[src/rtl/key_matrix_pkg.sv]
// Shared definitions for the key matrix scanner: FSM encoding, event field
// layout and a width helper used to size every counter in the design.
package key_matrix_pkg;

   // Scanner FSM: DRIVE settles a column, EVAL walks its rows.
   typedef enum logic {
      ST_DRIVE = 1'b0,
      ST_EVAL  = 1'b1
   } scan_state_t;

   // Bits needed to hold values 0 .. n-1 (never less than one bit).
   function automatic int cnt_width(input int n);
      return (n <= 1) ? 1 : $clog2(n);
   endfunction

   // Key index width for a ROWS x COLS matrix.
   function automatic int key_width(input int rows, input int cols);
      return cnt_width(rows * cols);
   endfunction

   // Event word layout when release events are carried: {key, press}.
   localparam int EVT_PRESS_LSB = 0;
   localparam int EVT_KEY_LSB   = 1;

endpackage

[src/rtl/key_event_fifo.sv]
// First-word-fall-through event queue. A push is only taken when the queue
// is not full at the start of the cycle; a simultaneous pop does not make
// room for it. The head word reads as zero while the queue is empty.
module key_event_fifo #(
   parameter int WIDTH = 3,
   parameter int DEPTH = 4
) (
   input  logic             clk,
   input  logic             rst_n,
   input  logic             i_push,
   input  logic [WIDTH-1:0] i_push_data,
   output logic             o_full,
   input  logic             i_pop,
   output logic [WIDTH-1:0] o_pop_data,
   output logic             o_empty
);

   localparam int AW = $clog2(DEPTH);

   logic [WIDTH-1:0] r_mem [DEPTH];
   logic [AW:0]      r_wr_ptr;
   logic [AW:0]      r_rd_ptr;
   logic             w_push_ok;
   logic             w_pop_ok;

   assign o_empty    = (r_wr_ptr == r_rd_ptr);
   assign o_full     = (r_wr_ptr[AW-1:0] == r_rd_ptr[AW-1:0]) &&
                       (r_wr_ptr[AW] != r_rd_ptr[AW]);
   assign w_push_ok  = i_push & ~o_full;
   assign w_pop_ok   = i_pop & ~o_empty;
   assign o_pop_data = o_empty ? '0 : r_mem[r_rd_ptr[AW-1:0]];

   // Storage write; contents need no reset because empty masks the head.
   always_ff @(posedge clk) begin
      if (w_push_ok) r_mem[r_wr_ptr[AW-1:0]] <= i_push_data;
   end

   // Pointer update; reset discards everything queued.
   always_ff @(posedge clk or negedge rst_n) begin
      if (!rst_n) begin
         r_wr_ptr <= '0;
         r_rd_ptr <= '0;
      end else begin
         if (w_push_ok) r_wr_ptr <= r_wr_ptr + (AW+1)'(1);
         if (w_pop_ok)  r_rd_ptr <= r_rd_ptr + (AW+1)'(1);
      end
   end

endmodule

[src/rtl/key_matrix_scanner.sv]
// Key matrix scanner: drives one column low at a time, samples the rows after
// a settle time, debounces each key with a per-key scan counter and queues
// press (and optionally release) events.
// Build option: define KEY_MATRIX_RELEASE_EVT_EN to also queue release events.
//
// Event handshake: evt_valid is high whenever the queue holds an event and
// evt_key/evt_press show the oldest one; the event is consumed on any clock
// edge where evt_valid and evt_ready are both high. evt_valid never drops
// without that transfer except on reset.
module key_matrix_scanner
   import key_matrix_pkg::*;
#(
   parameter int ROWS           = 4,
   parameter int COLS           = 4,
   parameter int SETTLE_CYCLES  = 100,
   parameter int DEBOUNCE_SCANS = 4,
   parameter int FIFO_DEPTH     = 4
) (
   input  logic                          clk,
   input  logic                          rst_n,
   input  logic                          scan_en,
   input  logic [ROWS-1:0]               row_in,
   output logic [COLS-1:0]               col_n,
   output logic [ROWS*COLS-1:0]          key_state,
   output logic                          evt_valid,
   input  logic                          evt_ready,
   output logic [$clog2(ROWS*COLS)-1:0]  evt_key,
   output logic                          evt_press,
   output logic                          o_dbg_state
);

   localparam int N     = ROWS * COLS;
   localparam int KEY_W = key_width(ROWS, COLS);
   localparam int COL_W = cnt_width(COLS);
   localparam int ROW_W = cnt_width(ROWS);
   localparam int SET_W = cnt_width(SETTLE_CYCLES);
   localparam int CNT_W = cnt_width(DEBOUNCE_SCANS);
`ifdef KEY_MATRIX_RELEASE_EVT_EN
   localparam int EVT_W = KEY_W + 1;
`else
   localparam int EVT_W = KEY_W;
`endif

   scan_state_t      r_state, w_state_nxt;
   logic [SET_W-1:0] r_settle, w_settle_nxt;
   logic [COL_W-1:0] r_col, w_col_nxt;
   logic [ROW_W-1:0] r_row, w_row_nxt;
   logic [ROWS-1:0]  r_sample, w_sample_nxt;
   logic [N-1:0]     r_key_state, w_key_state_nxt;
   logic [CNT_W-1:0] r_cnt [N];
   logic [CNT_W-1:0] w_cnt_nxt [N];
   logic [COLS-1:0]  r_col_n, w_col_n_nxt;

   logic [KEY_W-1:0] w_key;
   logic             w_smp;
   logic             w_need_evt;
   logic             w_push;
   logic [EVT_W-1:0] w_push_data;
   logic [EVT_W-1:0] w_head;
   logic             w_full;
   logic             w_empty;

   assign w_key = KEY_W'(r_col) * KEY_W'(ROWS) + KEY_W'(r_row);
   assign w_smp = r_sample[r_row];

`ifdef KEY_MATRIX_RELEASE_EVT_EN
   assign w_need_evt  = 1'b1;
   assign w_push_data = {w_key, w_smp};
   assign evt_key     = w_head[EVT_W-1:EVT_KEY_LSB];
   assign evt_press   = w_head[EVT_PRESS_LSB];
`else
   assign w_need_evt  = w_smp;
   assign w_push_data = w_key;
   assign evt_key     = w_head;
   assign evt_press   = 1'b1;
`endif

   assign col_n       = r_col_n;
   assign key_state   = r_key_state;
   assign evt_valid   = ~w_empty;
   assign o_dbg_state = (r_state == ST_EVAL);

   // Next-state logic: column settle/sample, per-row debounce and event push.
   always_comb begin
      w_state_nxt     = r_state;
      w_settle_nxt    = r_settle;
      w_col_nxt       = r_col;
      w_row_nxt       = r_row;
      w_sample_nxt    = r_sample;
      w_key_state_nxt = r_key_state;
      w_cnt_nxt       = r_cnt;
      w_push          = 1'b0;
      case (r_state)
         ST_DRIVE: begin
            if (!scan_en) begin
               w_settle_nxt = '0;
            end else if (r_settle == SET_W'(SETTLE_CYCLES - 1)) begin
               w_sample_nxt = ~row_in;
               w_settle_nxt = '0;
               w_row_nxt    = '0;
               w_state_nxt  = ST_EVAL;
            end else begin
               w_settle_nxt = r_settle + SET_W'(1);
            end
         end
         ST_EVAL: begin
            // A change that needs a queue slot while the queue is full
            // freezes the FSM on this row; nothing else moves.
            if (!(w_smp != r_key_state[w_key] &&
                  r_cnt[w_key] >= CNT_W'(DEBOUNCE_SCANS - 1) &&
                  w_need_evt && w_full)) begin
               if (w_smp == r_key_state[w_key]) begin
                  w_cnt_nxt[w_key] = '0;
               end else if (r_cnt[w_key] < CNT_W'(DEBOUNCE_SCANS - 1)) begin
                  w_cnt_nxt[w_key] = r_cnt[w_key] + CNT_W'(1);
               end else begin
                  w_key_state_nxt[w_key] = w_smp;
                  w_cnt_nxt[w_key]       = '0;
                  w_push                 = w_need_evt;
               end
               if (r_row == ROW_W'(ROWS - 1)) begin
                  w_row_nxt   = '0;
                  w_col_nxt   = (r_col == COL_W'(COLS - 1)) ? '0 : r_col + COL_W'(1);
                  w_state_nxt = ST_DRIVE;
               end else begin
                  w_row_nxt = r_row + ROW_W'(1);
               end
            end
         end
         default: w_state_nxt = ST_DRIVE;
      endcase
      // Pins are registered so reset forces them high immediately.
      if (w_state_nxt == ST_EVAL || scan_en) begin
         w_col_n_nxt = ~(COLS'(1) << w_col_nxt);
      end else begin
         w_col_n_nxt = '1;
      end
   end

   // State registers.
   always_ff @(posedge clk or negedge rst_n) begin
      if (!rst_n) begin
         r_state     <= ST_DRIVE;
         r_settle    <= '0;
         r_col       <= '0;
         r_row       <= '0;
         r_sample    <= '0;
         r_key_state <= '0;
         r_cnt       <= '{default: '0};
         r_col_n     <= '1;
      end else begin
         r_state     <= w_state_nxt;
         r_settle    <= w_settle_nxt;
         r_col       <= w_col_nxt;
         r_row       <= w_row_nxt;
         r_sample    <= w_sample_nxt;
         r_key_state <= w_key_state_nxt;
         r_cnt       <= w_cnt_nxt;
         r_col_n     <= w_col_n_nxt;
      end
   end

   key_event_fifo #(
      .WIDTH (EVT_W),
      .DEPTH (FIFO_DEPTH)
   ) u_fifo (
      .clk         (clk),
      .rst_n       (rst_n),
      .i_push      (w_push),
      .i_push_data (w_push_data),
      .o_full      (w_full),
      .i_pop       (evt_valid & evt_ready),
      .o_pop_data  (w_head),
      .o_empty     (w_empty)
   );

endmodule

[config.mk]
export PLATFORM = sky130hd
export DESIGN_NAME = key_matrix_scanner
export DESIGN_NICKNAME = d
export VERILOG_FILES = /design/src/rtl/key_matrix_pkg.sv /design/src/rtl/key_event_fifo.sv /design/src/rtl/key_matrix_scanner.sv
export SDC_FILE = /design/constraint.sdc
export NUM_CORES = 1
export LEC_CHECK = 0
export ABC_AREA = 1
export ABC_CLOCK_PERIOD_IN_PS = 7650
export CAP_MARGIN = 30
export CORE_UTILIZATION = 60
export CTS_CLUSTER_DIAMETER = 150
export CTS_CLUSTER_SIZE = 20
export DETAILED_ROUTE_END_ITERATION = 16
export PLACE_DENSITY = 0.83
export SETUP_SLACK_MARGIN = 0.3
export SYNTH_ARGS = -nofsm -noshare
export SYNTH_HDL_FRONTEND = slang
export SYNTH_SLANG_ARGS = --single-unit
[constraint.sdc]
create_clock -name clk -period 7.65 [get_ports clk]
set_input_delay 1.53 -clock clk [delete_from_list [all_inputs] [get_ports clk]]
set_output_delay 1.53 -clock clk [all_outputs]
set_load 0.005 [all_outputs]
==> results.yml <==
drt:
  post-route-drc-count: 0
  postRouteAntennaNets: 0
  first_pass_iters: 6
  dr_total_vias: 4121
  drt_first_iter_violations: 376
  wirelength_mm: 11.20
  wl_per_cell_um: 15.62
  viasPerCell: 5.748
critical_path:
  r2r_slack_ns: 4.30
  reg2reg_from: "r_col[0]"
  cp_num_cells: 7
  worst-path-max-fanout: 11
  worstPathCellList: "clkinv_1 -> nand2_1 -> nand4_1 -> nand2b_1 -> nand2_1 -> inv_1 -> clkdlybuf4s50_1"
  critical_path.top_delay_family: "buffers and inverters"
  cp_common_cell: "nand2_1"
  r2r_cells: 9
  crit_start: "u_fifo.r_rd_ptr[0]"
  cp-end-kind: "output port"
  arrival_ns: 2.26
  max_stage_delay_ns: 0.52
  cp_slowest_cell: "dfrtp_1"
  worst_ep_required_time_ns: 6.12
  worstPathBufferInverterCount: 3
  criticalPathCategory: "reg -> out"
  startpoint_type: "flop"
timing:
  tightest_slew_ns: 0.6178
  tns_ns: 0
  rsz0062_at_grt: "no"
  clock_skew_ns: 0.01820
  max_clock_freq_ghz: 0.2642
  min_period_ns: 3.785
  maxSlewViolCount: 0
  period_share_pct: 49.48
  setup_viol: 0
  hold_ws_ns: 0.4796
  slew_headroom_pct: 58.81
  hold_viol: 0
layout:
  nets: 633
  design_area_um2: 5360
  fillers: 614
  synthToLayoutAreaGrowth_pct: 10.44
  register_area_um2: 2337
  drive_gt1_share_pct: 7.805
  mostFrequentLayoutCell: "nand2_1"
  diodes: 0
  mostFrequentLayoutCells: "nand2_1 (187), dfrtp_1 (70), inv_1 (58), nand3_1 (42)"
  multi_input_area_um2: 2113
  utilization_pct: 69.01
placed_design:
  portBuffers: 33
  post_dp_cell_area_um2: 5162
  hpwl_mm: 7.946
  place_congestion: 0.9329
logic_synthesis:
  synth.avg_cell_area_um2: 8.282
  syn_inst: 586
  synth_cell_types: 41
  syn_nets: 609
  syn_area_um2: 4853
  synth-seq-cells: 90
  yosys.area.top_type: "dfrtp_1"
  synth_top_area_share_pct: 36.09
  ys_seq_area_share_pct: 48.16
  synthTopCellsByArea: "dfrtp_1 (36%), nand2_1 (14%), edfxtp_1 (9.9%), inv_1 (4.5%), nand3_1 (4.3%)"
  yosys_warnings: 0
clock_network:
  insertion_delay_ns: 0.37
  post-cts-setup-buffers: 0
  cts-root-buf: "clkbuf_8"
  ctsLongestPathBuffers: 2
  cts_made_buffers: 9
  htreeDepth: 3
  cts.clk_slew.worst_paths_ns: 0.08
  numClockSinks: 90
  cts_tree: "built"
  ctsResizeCount: 0
  hold_buffers: 0
global_routing:
  grt_usage_pct: 28.20
  antenna_found_initial: 0
  grt-ovfl-total: 0
  grt_first_pass_wirelength_mm: 18.45
  grt_max_degree: 75
  first_global_vias: 3869
pwr:
  p_leak_nw: 2.617
  irDropWorstVdd_mv: 0.1141
  p_per_area_nw_per_um2: 184.3
hold_path:
  hold-path-cell-count: 2
  worstHoldStart: "r_cnt[1]"
  hold_path.class: "reg -> reg"
floorplan:
  core_region_area_um2: 7767
  start_util_pct: 62.48
  dieArea_um2: 8453
  io_pins: 35
  fp.dieW_um: 91.94
  rows: 32
  dieHeight_um: 91.94
run:
  maxCapViolCount: 0
status:
  outcome: "completed"
==> worst paths after layout <==
check | to
hold reg to reg | r_cnt[1]
setup reg to reg | u_fifo.r_mem[3][2]
min in group asynchronous | r_cnt[23]
hold / removal | r_cnt[1]
setup / recovery | evt_key[1]
max in group asynchronous | col_n[0]
==> layer usage <==
layer / part of all wire, % / global-route usage (%) / up-vias
met5: 0 / 0 / -
met3: 8.2 / 5.307 / 27
li1: - / - / 1952
met4: 2.6 / 11.98 / 0
met1: 42 / 38.25 / 1955
met2: 47 / 44.65 / 187
==> power breakdown <==
| part | switching, mW | internal (mW) | leakage [nW] | total (mW) |
|---|---|---|---|---|
| logic | 0.106 | 0.0792 | 1.39 | 0.185 |
| clock network | 0.170 | 0.119 | 0.0843 | 0.288 |
| registers | 0.0171 | 0.497 | 1.14 | 0.514 |
==> kinds of logic after synthesis <==
family / after synthesis / share of synthesized area [%]
AOI/OAI and AO/OA: 74 / 9.204
other: 1 / 0.07727
DFF: 90 / 48.16
adders and majority gates: 15 / 3.867
and+or+nand+nor: 313 / 29.31
buffers and inverters: 87 / 8.301
xor gates and xnor gates: 6 / 1.083
==> flip-flops by register name (all words and copies together) (netlist names), 3 cells and up <==
signal,cells
u_fifo.r_rd_ptr,3
r_sample,4
r_cnt,32
u_fifo.r_mem,16
r_settle,7
key_state,16
u_fifo.r_wr_ptr,3
col_n,4
==> worst register-to-register path, stage by stage (launching register included) <==
cell	delay, ns
dfrtp_1	0.74
clkinv_1	0.47
o211ai_1	0.28
nand3_1	0.11
nand2_1	0.12
ha_1	0.34
nand2_1	0.12
inv_2	0.22
nand3_2	0.23
nor2_1	0.39
==> synthesized netlist by cell type (all sizes together) <==
cell / number
o22ai: 6
inv: 63
nand2b: 1
edfxtp: 16
dfstp: 4
clkbuf: 7
o32ai: 1
buf: 15
o211ai: 2
clkinv: 2
nand4: 22
xnor2: 3
nor3: 2
a22o: 1
a32oi: 1
and2: 1
nand2: 203
nor2: 40
dfrtp: 70
o21ai: 48
a21oi: 9
conb: 1
xor2: 3
nand3: 44
ha: 15
o221ai: 6
==> cell type report <==
cell class / instances / area share, %
clock buffers: 10 / 2.381
well taps: 102 / 2.381
repair buffers: 35 / 6.769
clock inverters: 6 / 0.7937
inverters: 65 / 4.645
flip-flops and latches: 90 / 43.60
multi-input cells: 409 / 39.43
==> per-stage QoR <==
step                setup WS, ns  cells  power (mW)
finish                     3.865    717      0.9880
global route               3.665    717       1.028
CTS                        3.875    716      0.9877
detailed placement         4.273    700      0.7056
global placement           4.406    700      0.6961
floorplan                  4.807    586      0.6355
(Power assumes the default switching activity.)
